[config.mk]
export PLATFORM = sky130hd
export DESIGN_NAME = alu_input_ctrl
export DESIGN_NICKNAME = d
export VERILOG_FILES = /design/src/rtl/alu_pkg.sv /design/src/rtl/alu.sv /design/src/rtl/button_debouncer.sv /design/src/rtl/alu_input_ctrl.sv
export SDC_FILE = /design/constraint.sdc
export NUM_CORES = 1
export LEC_CHECK = 0
export BUFFER_PORTS_ARGS = -buffer_cell sky130_fd_sc_hd__buf_2
export CORE_MARGIN = 1.5
export CORE_UTILIZATION = 41
export DETAILED_ROUTE_END_ITERATION = 8
export GPL_ROUTABILITY_DRIVEN = 1
export PLACE_DENSITY = 0.63
export SETUP_SLACK_MARGIN = 0.4
export SLEW_MARGIN = 20
export SYNTH_ARGS = -nofsm -noshare
export SYNTH_HDL_FRONTEND = slang
export SYNTH_SLANG_ARGS = --single-unit
[constraint.sdc]
create_clock -name i_clk -period 2.7 [get_ports i_clk]
set_input_delay 0.27 -clock i_clk [delete_from_list [all_inputs] [get_ports i_clk]]
set_output_delay 0.27 -clock i_clk [all_outputs]
set_load 0.01 [all_outputs]
[src/rtl/alu_pkg.sv]
// Opcode width and encodings shared by the TP1 ALU and its front end.
package alu_pkg;
  localparam int NB_OP = 6;

  localparam logic [NB_OP-1:0] OP_ADD = 6'b100000;
  localparam logic [NB_OP-1:0] OP_SUB = 6'b100010;
  localparam logic [NB_OP-1:0] OP_AND = 6'b100100;
  localparam logic [NB_OP-1:0] OP_OR  = 6'b100101;
  localparam logic [NB_OP-1:0] OP_XOR = 6'b100110;
  localparam logic [NB_OP-1:0] OP_NOR = 6'b100111;
  localparam logic [NB_OP-1:0] OP_SRA = 6'b000011;
  localparam logic [NB_OP-1:0] OP_SRL = 6'b000010;
endpackage

[src/rtl/alu.sv]
// Combinational TP1 ALU: signed operands, truncated result, signed overflow
// on ADD/SUB only; unknown opcodes yield zero.
module alu
  import alu_pkg::*;
#(
  parameter int NB_DATA = 8
) (
  input  logic [NB_DATA-1:0] i_a,
  input  logic [NB_DATA-1:0] i_b,
  input  logic [NB_OP-1:0]   i_op,
  output logic [NB_DATA-1:0] o_result,
  output logic               o_overflow
);
  localparam int MSB = NB_DATA - 1;

  logic signed [NB_DATA-1:0] a_s;
  logic signed [NB_DATA-1:0] b_s;
  logic signed [NB_DATA-1:0] sum;
  logic signed [NB_DATA-1:0] diff;

  assign a_s  = i_a;
  assign b_s  = i_b;
  assign sum  = a_s + b_s;
  assign diff = a_s - b_s;

  always_comb begin
    o_result   = '0;
    o_overflow = 1'b0;
    case (i_op)
      OP_ADD: begin
        o_result   = sum;
        o_overflow = (a_s[MSB] == b_s[MSB]) && (sum[MSB] != a_s[MSB]);
      end
      OP_SUB: begin
        o_result   = diff;
        o_overflow = (a_s[MSB] != b_s[MSB]) && (diff[MSB] != a_s[MSB]);
      end
      OP_AND:  o_result = i_a & i_b;
      OP_OR:   o_result = i_a | i_b;
      OP_XOR:  o_result = i_a ^ i_b;
      OP_NOR:  o_result = ~(i_a | i_b);
      OP_SRA:  o_result = a_s >>> i_b;
      OP_SRL:  o_result = i_a >> i_b;
      default: o_result = '0;
    endcase
  end
endmodule

[src/rtl/button_debouncer.sv]
// Two-flop synchroniser, run-length debouncer and rising-edge pulse for one
// raw push-button.
module button_debouncer #(
  parameter int DEBOUNCE_CYCLES = 1_000_000
) (
  input  logic i_clk,
  input  logic i_reset,
  input  logic i_button,
  output logic o_pulse
);
  localparam int NB_CNT = (DEBOUNCE_CYCLES > 1) ? $clog2(DEBOUNCE_CYCLES) : 1;

  logic              sync_p0;
  logic              sync_p1;
  logic              stable;
  logic              stable_q;
  logic [NB_CNT-1:0] cnt;

  always_ff @(posedge i_clk) begin
    if (i_reset) begin
      sync_p0  <= 1'b0;
      sync_p1  <= 1'b0;
      stable   <= 1'b0;
      stable_q <= 1'b0;
      cnt      <= '0;
    end else begin
      sync_p0  <= i_button;
      sync_p1  <= sync_p0;
      stable_q <= stable;
      // Any cycle agreeing with the accepted level restarts the run.
      if (sync_p1 != stable) begin
        if (cnt == NB_CNT'(DEBOUNCE_CYCLES - 1)) begin
          stable <= ~stable;
          cnt    <= '0;
        end else begin
          cnt <= cnt + 1'b1;
        end
      end else begin
        cnt <= '0;
      end
    end
  end

  assign o_pulse = stable & ~stable_q;
endmodule

[src/rtl/alu_input_ctrl.sv]
// Board front end for the TP1 ALU: debounced buttons load A, B and opcode
// from the switches; result and flags are registered behind the ALU.
module alu_input_ctrl #(
  parameter int NB_DATA         = 8,
  parameter int NB_OP           = 6,
  parameter int DEBOUNCE_CYCLES = 1_000_000
) (
  input  logic               i_clk,
  input  logic               i_reset,
  input  logic [NB_DATA-1:0] i_sw,
  input  logic [2:0]         i_button,
  output logic [NB_DATA-1:0] o_result,
  output logic               o_zero,
  output logic               o_negative,
  output logic               o_overflow,
  output logic               o_valid,
  output logic [2:0]         o_loaded
);
  logic [2:0]         pulse;
  logic [NB_DATA-1:0] a_q;
  logic [NB_DATA-1:0] b_q;
  logic [NB_OP-1:0]   op_q;
  logic [2:0]         loaded_q;
  logic               valid_q;
  logic [NB_DATA-1:0] alu_result;
  logic               alu_overflow;
  logic [NB_DATA-1:0] result_q;
  logic               zero_q;
  logic               neg_q;
  logic               ovf_q;

  for (genvar i = 0; i < 3; i++) begin : g_btn
    button_debouncer #(
      .DEBOUNCE_CYCLES(DEBOUNCE_CYCLES)
    ) u_debouncer (
      .i_clk   (i_clk),
      .i_reset (i_reset),
      .i_button(i_button[i]),
      .o_pulse (pulse[i])
    );
  end

  alu #(
    .NB_DATA(NB_DATA)
  ) u_alu (
    .i_a       (a_q),
    .i_b       (b_q),
    .i_op      (op_q),
    .o_result  (alu_result),
    .o_overflow(alu_overflow)
  );

  // Operand load stage, then result/flag stage one cycle behind it.
  always_ff @(posedge i_clk) begin
    if (i_reset) begin
      a_q      <= '0;
      b_q      <= '0;
      op_q     <= '0;
      loaded_q <= '0;
      valid_q  <= 1'b0;
      result_q <= '0;
      zero_q   <= 1'b0;
      neg_q    <= 1'b0;
      ovf_q    <= 1'b0;
    end else begin
      if (pulse[0]) a_q  <= i_sw;
      if (pulse[1]) b_q  <= i_sw;
      if (pulse[2]) op_q <= i_sw[NB_OP-1:0];
      loaded_q <= loaded_q | pulse;
      valid_q  <= valid_q | (&loaded_q);
      result_q <= alu_result;
      zero_q   <= (alu_result == '0);
      neg_q    <= alu_result[NB_DATA-1];
      ovf_q    <= alu_overflow;
    end
  end

  assign o_result   = result_q;
  assign o_zero     = zero_q & valid_q;
  assign o_negative = neg_q & valid_q;
  assign o_overflow = ovf_q & valid_q;
  assign o_valid    = valid_q;
  assign o_loaded   = loaded_q;
endmodule

== After elaboration in Yosys (flattened, before gate mapping) ==
Cells that the tools add are included.

* Latch bits: 0
* Bits in registers: 109
* Memories: 0
* Memory bits (read-only): 0
* RAM bits: 0

* Eq/ne operators: 18
* Divide/modulo/power cells: 0
* $mul: 0
* Bitwise gates (word level): 21
* Reductions and logical operators: 10
* Mux-type cells: 2
* $add $sub $neg: 5
* Shifts and indexed selects: 2
* $lt $le $gt $ge: 0

{| class="wikitable"
|+ Operator list
! kind !! number
|-
| 8-bit one-hot mux with 8 select lines || 1
|-
| 20-bit by 1-bit adder with 20-bit output, second input constant || 3
|-
| 20-bit == test, second input constant || 3
|-
| 6-bit == test, second input constant || 6
|-
| 6-bit by 2-bit == test with 1-bit output, second input constant || 2
|-
| 1-bit NOT || 9
|-
| 3-bit OR reduction || 3
|-
| 8-bit adder || 1
|-
| 8-bit AND || 1
|-
| 8-bit zero test || 1
|-
| 8-bit NOT || 1
|-
| 8-bit OR || 1
|-
| 8-bit by 8-bit >> shifter with 8-bit output || 1
|-
| 8-bit by 8-bit >>> shifter with 8-bit output || 1
|-
| 8-bit subtractor || 1
|-
| 8-bit bitwise XOR || 1
|-
| 1-bit AND || 6
|-
| 1-bit != test || 6
|-
| 2-bit AND reduction || 3
|-
| 3-bit OR || 1
|-
| 3-bit AND reduction || 1
|-
| 1-bit logical AND || 2
|-
| 1-bit one-hot mux with 2 select lines || 1
|-
| 1-bit == test || 1
|-
| 1-bit OR || 1
|}

== Logic depth before layout (Yosys ltp) ==
Gate-level depths: netlist of the first run.

* Word-level depth: 4
* Depth in mapped cells: 10

== Modules after synthesis ==
Synthesis of the first run repeated with hierarchy kept, for this count alone.

* Cell total of the unflattened synthesis: 696
* Area total of the unflattened synthesis: 6008.3 sq um

{| class="wikitable"
|+ By module, submodules not included
! module !! seq. area each (sq um) !! instances !! cells an instance !! area an instance (sq um)
|-
| button_debouncer || 480.5 || 3 || 116 || 1021.0
|-
| alu || 0.0 || 1 || 237 || 1731.7
|-
| alu_input_ctrl || 720.7 || 1 || 111 || 1213.7
|}

== Least setup slack after synthesis of the first run ==
No wires, ideal clock.

* Path type: flip-flop to flip-flop
* Start: register b_q[1]
* End: register zero_q
* Slack: 172 ps
* Required time: 2612 ps
* Arrival: 2441 ps
* Period minus slack after synthesis: 2528 ps
* Library setup time: 88 ps
* Buffers on the path: 1
* Cell stages (with the launch flop): 11
* Path through: dfxtp_1 -> buf_4 -> inv_1 -> ha_1 -> a21o_1 -> a21o_1 -> a32o_1 -> o21ai_0 -> nand4_1 -> or4_1 -> nor4_2

* Cells in the longest elaborated chain, start to end: 4
* Elaborated cells between the ends (all ways): 10
* Classes of those cells: 2 x add/sub; 2 x shift; 1 x mux; 4 x bitwise; 1 x reduce/logical

{| class="wikitable"
|+ RTL lines
! item !! line !! RTL
|-
| from (decl) || alu_input_ctrl.sv:21 || <nowiki>logic [NB_DATA-1:0] b_q;</nowiki>
|-
| from (signal assigned) || alu_input_ctrl.sv:67 || <nowiki>if (pulse[1]) b_q <= i_sw;</nowiki>
|-
| branches (longest 2 deep; another with 8-bit subtractor) || -- ||
|-
| 8-bit one-hot mux with 8 select lines * || alu.sv:29 || <nowiki>case (i_op)</nowiki>
|-
| 8-bit zero test * || alu_input_ctrl.sv:72 || <nowiki>zero_q <= (alu_result == '0);</nowiki>
|-
| to (signal assigned) || alu_input_ctrl.sv:72 ||
|-
| to (decl) || alu_input_ctrl.sv:28 || <nowiki>logic zero_q;</nowiki>
|}

Mark *: on every way between the ends.
A chain may end at the register's enable or synchronous reset.

== Worst setup path in the final report of the first run ==
* Start: register b_q[0]
* End: register zero_q

The elaborated chain is that of the path after synthesis.

==> impl_metrics.py, run 1 <==
metrics = {
    "run_status": {
        "status": "completed",
    },
    "timing": {
        "fin_crit_sh_pct": 92.67,
        "slew_headroom_pct": 51.81,
        "skew_ns": 0.01704,
        "drv_slew": 0,
        "setup_tns_ns": 0,
        "hold_viol_final": 0,
        "fmax_mhz": 399.7,
        "min_period_ns": 2.502,
        "setup_viol": 0,
        "holdWs_ns": 0.1186,
        "rsz0062_at_grt": "yes",
        "tightest_slew_ns": 0.7213,
    },
    "placement": {
        "gp_congestion": 0.9222,
        "dp.cells": 893,
        "hpwlAfterDp_um": 10510,
        "io_buffers": 27,
    },
    "clocking": {
        "numCtsBuffers": 9,
        "clock_sinks": 108,
        "cts-root-buf": "clkbuf_16",
        "cts.clk_slew.worst_paths_ns": 0.08,
        "cts_max_level": 3,
        "ctsHoldBuffers": 0,
        "clockBufferDepth": 2,
        "tritoncts": "done",
        "insertion_delay_ns": 0.37,
    },
    "synth": {
        "synth_top_family_by_area": "simple AND/OR/NAND/NOR gates",
        "synth_most_common_cell": "dfxtp_1",
        "syn_nets": 738,
        "synth_area_um2": 5888,
        "synth_top_area_share_pct": 36.72,
        "synth_fa_ha_area_share_pct": 6.205,
        "synth_compound_area_share_pct": 11.92,
        "yosys_warnings": 0,
        "synthCells": 697,
        "synth_top_area_cell": "dfxtp_1",
        "ys_ff_latch": 108,
        "seq_area_frac_synth_pct": 36.72,
        "synth_ff_type": "dfxtp_1",
        "synthMuxAreaShare_pct": 5.164,
        "synthSimpleGateAreaFrac_pct": 26.71,
        "synth_cell_type_count": 72,
        "synth_common_cells": "108 x dfxtp_1, 99 x nor2_1, 67 x nand2_1",
        "syn_avg_cell_area_um2": 8.448,
        "synthArstFlopShare_pct": 0,
        "synth_edf_count": 0,
        "synth.top_cells.by_area": "dfxtp_1 37%, nor2_1 6.3%, ha_1 5.5%",
        "synthXorXnorAreaFrac_pct": 8.925,
    },
    "pwr": {
        "power_mw": 3.185,
        "pwr_density_cell_nw_per_um2": 467.0,
        "power_leakage_nw": 2.472,
        "ir_drop_uv": 480.8,
    },
    "cells_and_area": {
        "final-seq-area_um2": 2182,
        "fillers": 1288,
        "drive_gt1_share_pct": 15.88,
        "layout.cells.non_filler": 917,
        "syn_to_final_growth_pct": 15.83,
        "multi_input_area_um2": 3598,
        "fin_nets": 773,
        "antenna_cells": 0,
    },
    "global_route": {
        "grt_pass1_vias": 4891,
        "grt-ovfl-total": 0,
        "antenna_found_initial": 0,
        "track_usage_pct": 20.11,
        "grt_pass1_wl_um": 23820,
        "grt_max_degree": 34,
    },
    "worst_setup_path": {
        "rrSetupSlack_ns": 0.20,
        "path_class": "reg2reg",
        "slowest_stage": "or4_4",
        "rr_worst_depth": 9,
        "critPathCaptureType": "flip-flop",
        "crit_top_cell": "a211oi_2",
        "path_cells": "ha_4, fa_2, a211oi_2, o21ba_2, o32ai_1, a211oi_2, nand4_1, or4_4, nor4_4",
        "crit_path_start_kind": "flip-flop",
        "worstPathArrival_ns": 2.79,
        "cp_max_fo": 6,
        "worst-endpoint-required_ns": 2.99,
        "slowest_delay_ns": 0.45,
    },
    "die": {
        "die_y_um": 122.8,
        "dieArea_um2": 15090,
        "start_util_pct": 42.26,
        "die_w_um": 122.8,
        "fp-row-count": 43,
        "io_pins": 28,
        "core_area_um2": 13930,
    },
    "worst_hold_path": {
        "hp-class": "in2reg",
        "holdPathStages": 2,
    },
    "drt": {
        "drt_iter0_markers": 423,
        "drcViolationCount": 0,
        "dr.pass1.iters": 5,
        "finalWirelength_um": 14520,
        "antenna_left": 0,
        "viasPerCell": 5.507,
        "routedWlPerCell_um": 15.84,
        "dr_total_vias": 5050,
    },
    "job": {
        "drv_cap": 0,
    },
}
==> stage by stage <==
stage	cell area (um2)	setup WS [ns]	util, %
final	6820	0.1978	48.95
after global routing	6820	0.1115	48.95
after CTS	6701	0.2370	48.09
after detailed placement	6284	0.1183	45.09
after global placement	6284	0.1997	45.09
after floorplan	5922	0.4099	-
==> kinds of logic after synthesis <==
group / count (synthesis)
buffers and inverters: 58
muxes: 23
AOI/OAI and AO/OA: 107
adders and majority gates: 28
and+or+nand+nor: 313
xor gates and xnor gates: 60
DFF: 108
==> what timing repair did <==
| item | 4_1_cts | 5_1_grt |
|---|---|---|
| pin swaps | 2 | 5 |
| setup buffers | 3 | 5 |
| resized for setup | 13 | 15 |
| setup endpoints to repair | 4 | 5 |
==> routing by layer <==
metal	share of wire, %	routed length [um]	GRT usage [%]
met2	47	6825	33.16
met4	3.0	438	8.648
met5	0	0	0
met3	6.1	890	5.669
met1	44	6366	24.46
==> critical path: cells and delay by family (launching register included) <==
kind	cells	cell delay [ns]
AO/OA/AOI/OAI	4	0.77
flip-flops	1	0.38
AND/OR/NAND/NOR	3	0.71
adder cells (fa/ha/maj)	2	0.56
==> registers in the layout, indices dropped and copies added (netlist names), 3 cells and up <==
| signal | count |
|---|---|
| b_q | 8 |
| g_btn.u_debouncer.cnt | 60 |
| op_q | 6 |
| g_btn.u_debouncer.sync_p0 | 3 |
| g_btn.u_debouncer.stable | 3 |
| o_loaded | 3 |
| a_q | 8 |
| o_result | 8 |
| g_btn.u_debouncer.sync_p1 | 3 |
| g_btn.u_debouncer.stable_q | 3 |
==> final timing paths <==
check	to	start
setup / recovery	zero_q	b_q[0]
hold / removal	g_btn[1].u_debouncer.sync_p0	i_button[1]
setup reg to reg	zero_q	b_q[0]
hold reg to reg	g_btn[0].u_debouncer.sync_p1	g_btn[0].u_debouncer.sync_p0
==> area by class of cell <==
cell class              instances  share of cell area, %
well taps                     180                  3.302
repair buffers                 56                  5.412
clock buffers                  10                  3.357
multi-input cells             531                  52.76
inverters                      26                  1.431
clock inverters                 6                  1.743
flip-flops and latches        108                  31.99
==> where the power goes <==
part	switching, mW	leakage (nW)	internal [mW]
sequential	0.00276	0.877	1.59
clock	0.627	0.169	0.919
combinational	0.0277	1.43	0.0152
total	0.657	2.47	2.53
==> placed cells by master (no fill, tap or decap), drive strengths merged, types with 3 or more instances in the layout <==
cell	count
a211oi	6
a21o	3
a21oi	32
a31oi	11
and2	5
and3	14
and4	4
buf	56
bufinv	3
clkbuf	10
dfxtp	108
ha	26
inv	28
mux2	3
mux2i	15
mux4	5
nand2	67
nand2b	7
nand3	40
nand4	17
nor2	100
nor2b	18
nor3	8
nor4	5
nor4b	9
o2111ai	3
o211ai	3
o21ai	19
o21bai	3
o221ai	3
o22ai	3
or3	8
xnor2	26
xor2	34
Note: power is estimated with default switching activity, not from simulation.
==> inputs of run 2 (changes only) <==
CORE_UTILIZATION = 56   (was 41)
PLACE_DENSITY = 0.81   (was 0.63)
==> impl_metrics.py, run 2 (same netlist as run 1, synthesis figures left out) <==
metrics = {
    "run_status": {
        "status": "completed",
    },
    "worst_setup_path": {
        "path_class": "reg2reg",
        "cp_max_fo": 3,
        "cp-startpoint": "b_q[0]",
        "crit_end": "zero_q",
        "worst-endpoint-required_ns": 2.99,
        "r2r_start": "b_q[0]",
        "r2r-end": "zero_q",
        "rr_worst_depth": 9,
        "worstPathArrival_ns": 2.77,
        "rrSetupSlack_ns": 0.22,
        "critPathCaptureType": "flip-flop",
        "crit_path_start_kind": "flip-flop",
    },
    "placement": {
        "dp_slack_ns": 0.1518,
        "gp_congestion": 0.9797,
        "io_buffers": 27,
        "hpwlAfterDp_um": 10290,
    },
    "timing": {
        "rsz0062_at_grt": "yes",
        "holdWs_ns": 0.1136,
        "fin_crit_sh_pct": 91.81,
        "tightest_slew_ns": 0.7110,
        "setup_tns_ns": 0,
        "fin_ws_ns": 0.2212,
        "skew_ns": 0.01038,
        "hold_viol_final": 0,
        "drv_slew": 0,
        "fmax_mhz": 403.4,
        "setup_viol": 0,
        "min_period_ns": 2.479,
        "slew_headroom_pct": 52.50,
    },
    "clocking": {
        "clock_sinks": 108,
        "cts_max_level": 3,
        "insertion_delay_ns": 0.37,
        "ctsHoldBuffers": 0,
        "clockBufferDepth": 2,
        "tritoncts": "done",
        "numCtsBuffers": 9,
        "cts.clk_slew.worst_paths_ns": 0.11,
        "cts-root-buf": "clkbuf_8",
    },
    "drt": {
        "dr.pass1.iters": 5,
        "antenna_left": 0,
        "viasPerCell": 5.998,
        "routedWlPerCell_um": 16.07,
        "dr_total_vias": 5218,
        "finalWirelength_um": 13980,
        "drcViolationCount": 0,
        "drt_iter0_markers": 348,
    },
    "pwr": {
        "power_leakage_nw": 2.369,
        "pwr_density_cell_nw_per_um2": 400.6,
        "ir_drop_uv": 320.2,
        "power_mw": 2.632,
    },
    "cells_and_area": {
        "antenna_cells": 0,
        "fin_nets": 770,
        "final-seq-area_um2": 2193,
        "largest_reg_flops": 60,
        "drive_gt1_share_pct": 16.21,
        "final_common_cell": "nor2_1",
        "multi_input_area_um2": 3568,
        "fillers": 882,
        "largest_register": "g_btn.u_debouncer.cnt",
        "syn_to_final_growth_pct": 11.58,
        "layout_common_cells": "99 x nor2_1, 97 x dfxtp_1, 67 x nand2_1",
    },
    "worst_hold_path": {
        "hp-class": "in2reg",
        "holdPathStages": 2,
    },
    "die": {
        "io_pins": 28,
        "core_area_um2": 10280,
        "die_w_um": 105.5,
        "dieArea_um2": 11140,
        "die_y_um": 105.5,
        "start_util_pct": 57.29,
        "fp-row-count": 37,
    },
    "global_route": {
        "grt_pass1_vias": 4946,
        "grt_pass1_wl_um": 23460,
        "grt-ovfl-total": 0,
        "antenna_found_initial": 0,
        "track_usage_pct": 26.08,
        "grt_max_degree": 27,
    },
    "job": {
        "drv_cap": 0,
    },
}
## run 2: cell count changes in the layout (fill, tap and decap cells not counted), moves of 2 or more
| cell | delta |
|---|---|
| bufinv_16 | -2 |
| ha_2 | +2 |
| dfxtp_4 | +3 |
| buf_4 | -3 |
| ha_4 | -3 |
| clkinv_2 | +2 |
| clkbuf_8 | +9 |
| clkinvlp_4 | +2 |
| clkbuf_16 | -9 |
| dfxtp_1 | -3 |
## run 2: routing by layer
| metal | GRT usage [%] | wire (um) | up-vias |
|---|---|---|---|
| li1 | - | - | 2487 |
| met1 | 32.77 | 6014 | 2463 |
| met2 | 43.37 | 6519 | 217 |
| met3 | 6.122 | 980 | 51 |
| met4 | 10.23 | 470 | 0 |
| met5 | 0 | 0 | - |
## run 2: critical path: stages (launching register included)
cell and delay (ns):
dfxtp_4 0.39, ha_4 0.15, fa_2 0.42, mux2_2 0.26, nand2_1 0.06, o22ai_1 0.07
nor3_1 0.21, o211ai_1 0.14, or4_4 0.56, nor4_4 0.13
## run 2: worst min path at each step
stage | startpoint | end | slack [ns]
5_1_grt | i_button[0] | g_btn[0].u_debouncer.sync_p0 | 0.11
3_3_place_gp | g_btn[0].u_debouncer.sync_p0 | g_btn[0].u_debouncer.sync_p1 | 0.42
3_5_place_dp | g_btn[0].u_debouncer.sync_p0 | g_btn[0].u_debouncer.sync_p1 | 0.43
6_report | i_button[1] | g_btn[1].u_debouncer.sync_p0 | 0.11
4_1_cts | i_button[2] | g_btn[2].u_debouncer.sync_p0 | 0.10
2_1_floorplan | i_sw[1] | b_q[1] | 0.40
## run 2: through the flow
step                std cells  instance area (um2)  utilization [%]
finish                    870                 6570            63.93
global route              870                 6570            63.93
CTS                       868                 6491            63.16
detailed placement        846                 6193            60.26
global placement          846                 6193            60.26
floorplan                 697                 5922                -
## run 2: layout make-up
class / instances / area share (%)
multi-input cells: 531 / 54.31
flip-flops and latches: 108 / 33.38
repair buffers: 53 / 5.199
well taps: 136 / 2.590
clock buffers: 9 / 1.885
inverters: 26 / 1.485
clock inverters: 7 / 1.143
## run 2: power by group
| part | leakage, nW | switching [mW] | internal [mW] | total, mW |
|---|---|---|---|---|
| Combinational | 1.39 | 0.0282 | 0.0155 | 0.0437 |
| Clock | 0.0971 | 0.561 | 0.434 | 0.995 |
| Sequential | 0.879 | 0.00288 | 1.59 | 1.59 |
| Total | 2.37 | 0.592 | 2.04 | 2.63 |
## run 2: timing repair
action / in CTS / in global routing
endpoints found under the setup margin: 2 / 24
buffers inserted: 6 / 2
pin swaps: 4 / 3
gates resized for setup: 18 / 17
gates cloned: 0 / 0
==> inputs of run 3 (changes only) <==
CORE_UTILIZATION = 66   (was 56)
PLACE_DENSITY = 0.89   (was 0.81)
clock period = 3.2 ns   (was 2.7 ns; I/O delays follow)
==> impl_metrics.py, run 3 (same netlist as run 1, synthesis figures left out) <==
metrics = {
    "timing": {
        "rsz0062_at_grt": "no",
        "drv_slew": 0,
        "fmax_mhz": 374.3,
        "skew_ns": 0.01421,
        "hold_viol_final": 0,
        "setup_viol": 0,
        "tightest_slew_ns": 0.6886,
        "fin_crit_sh_pct": 83.49,
        "slew_headroom_pct": 54.03,
        "setup_tns_ns": 0,
        "min_period_ns": 2.672,
    },
    "worst_setup_path": {
        "crit_path_start_kind": "flip-flop",
        "worstPathArrival_ns": 2.96,
        "worst-endpoint-required_ns": 3.49,
        "critPathCaptureType": "flip-flop",
        "path_class": "reg2reg",
        "rr_worst_depth": 9,
        "cp_max_fo": 3,
    },
    "worst_hold_path": {
        "holdPathStages": 2,
        "hp-class": "in2reg",
    },
    "drt": {
        "antenna_left": 0,
        "viasPerCell": 6.275,
        "finalWirelength_um": 13710,
        "dr.pass1.iters": 5,
        "drt_iter0_markers": 413,
        "dr_total_vias": 5171,
        "routedWlPerCell_um": 16.63,
        "drcViolationCount": 0,
    },
    "cells_and_area": {
        "fillers": 676,
        "final_common_cell": "dfxtp_1",
        "syn_to_final_growth_pct": 6.927,
        "multi_input_area_um2": 3490,
        "largest_register": "g_btn.u_debouncer.cnt",
        "final-seq-area_um2": 2165,
        "drive_gt1_share_pct": 10.75,
        "layout_common_cells": "106 x dfxtp_1, 99 x nor2_1, 67 x nand2_1",
        "largest_reg_flops": 60,
        "fin_nets": 753,
        "postLayoutCoreUtil_pct": 72.55,
        "antenna_cells": 0,
    },
    "clocking": {
        "post_cts_buffers": 0,
        "clock_sinks": 108,
        "ctsHoldBuffers": 0,
        "cts-resized-gates": 1,
        "clockBufferDepth": 2,
        "numCtsBuffers": 9,
        "cts-root-buf": "clkbuf_8",
        "tritoncts": "done",
        "cts_max_level": 3,
        "cts.clk_slew.worst_paths_ns": 0.11,
        "insertion_delay_ns": 0.37,
    },
    "global_route": {
        "grt-ovfl-total": 0,
        "grt_pass1_wl_um": 22710,
        "antenna_found_initial": 0,
        "grt_max_degree": 31,
        "grt_pass1_vias": 4838,
        "track_usage_pct": 28.98,
    },
    "job": {
        "drv_cap": 0,
    },
    "die": {
        "start_util_pct": 67.85,
        "die_w_um": 97.46,
        "die_y_um": 97.46,
        "core_area_um2": 8678,
        "io_pins": 28,
        "dieArea_um2": 9497,
        "fp-row-count": 34,
    },
    "placement": {
        "hpwlAfterDp_um": 10280,
        "gp_congestion": 0.9783,
        "io_buffers": 27,
    },
    "run_status": {
        "status": "completed",
    },
    "pwr": {
        "power_leakage_nw": 2.286,
        "ir_drop_uv": 380.0,
        "power_mw": 2.262,
        "pwr_density_cell_nw_per_um2": 359.3,
    },
}
[run 3: cell count changes in the layout (fill, tap and decap cells not counted), sizes merged]
cell and change:
clkinv -2, inv +2, buf -17, clkinvlp -1
[run 3: worst max-delay path: stages (launching register included)]
cell      delay (ns)
dfxtp_1         0.40
ha_1            0.23
fa_1            0.42
mux2_2          0.27
nand2_1         0.06
o22ai_1         0.07
nor3_1          0.26
o211ai_1        0.16
or4_1           0.55
nor4_2          0.15
[run 3: through the flow]
stage	instance area [um2]	hold slack, ns	instances	setup WS (ns)
3_3_place_gp	6067	0.4261	809	0.5852
4_1_cts	6279	0.1526	824	0.4790
6_report	6296	0.1582	824	0.5284
3_5_place_dp	6067	0.4365	809	0.4236
2_1_floorplan	5888	0.4138	697	0.6715
5_1_grt	6296	0.1660	824	0.4254
[run 3: worst paths after layout]
check,from,end,slack [ns]
worst min-delay path,i_button[0],g_btn[0].u_debouncer.sync_p0,0.16
worst max register to register,b_q[0],zero_q,0.53
worst min register to register,g_btn[2].u_debouncer.sync_p0,g_btn[2].u_debouncer.sync_p1,0.46
worst max-delay path,b_q[0],zero_q,0.53
[run 3: metal layers]
| metal | share of wire (%) | wire length [um] | up-vias | global-route usage [%] |
|---|---|---|---|---|
| met1 | 43 | 5934 | 2451 | 36.78 |
| met4 | 2.8 | 388 | 0 | 12.53 |
| met3 | 6.8 | 931 | 44 | 5.324 |
| met2 | 47 | 6453 | 210 | 48.29 |
| li1 | - | - | 2466 | - |
| met5 | 0 | 0 | - | 0 |
[run 3: where the power goes]
part	switching (mW)	internal, mW	total [mW]
Sequential	0.00278	1.35	1.35
Clock	0.501	0.376	0.877
Combinational	0.0229	0.0112	0.0340
[run 3: cell type report]
cell class,instances,area share (%)
clock buffer,9,1.967
inverter,26,1.550
sequential,108,34.38
clock inverter,6,1.312
timing repair buffer,36,3.219
tap,108,2.146
multi-input combinational,531,55.43
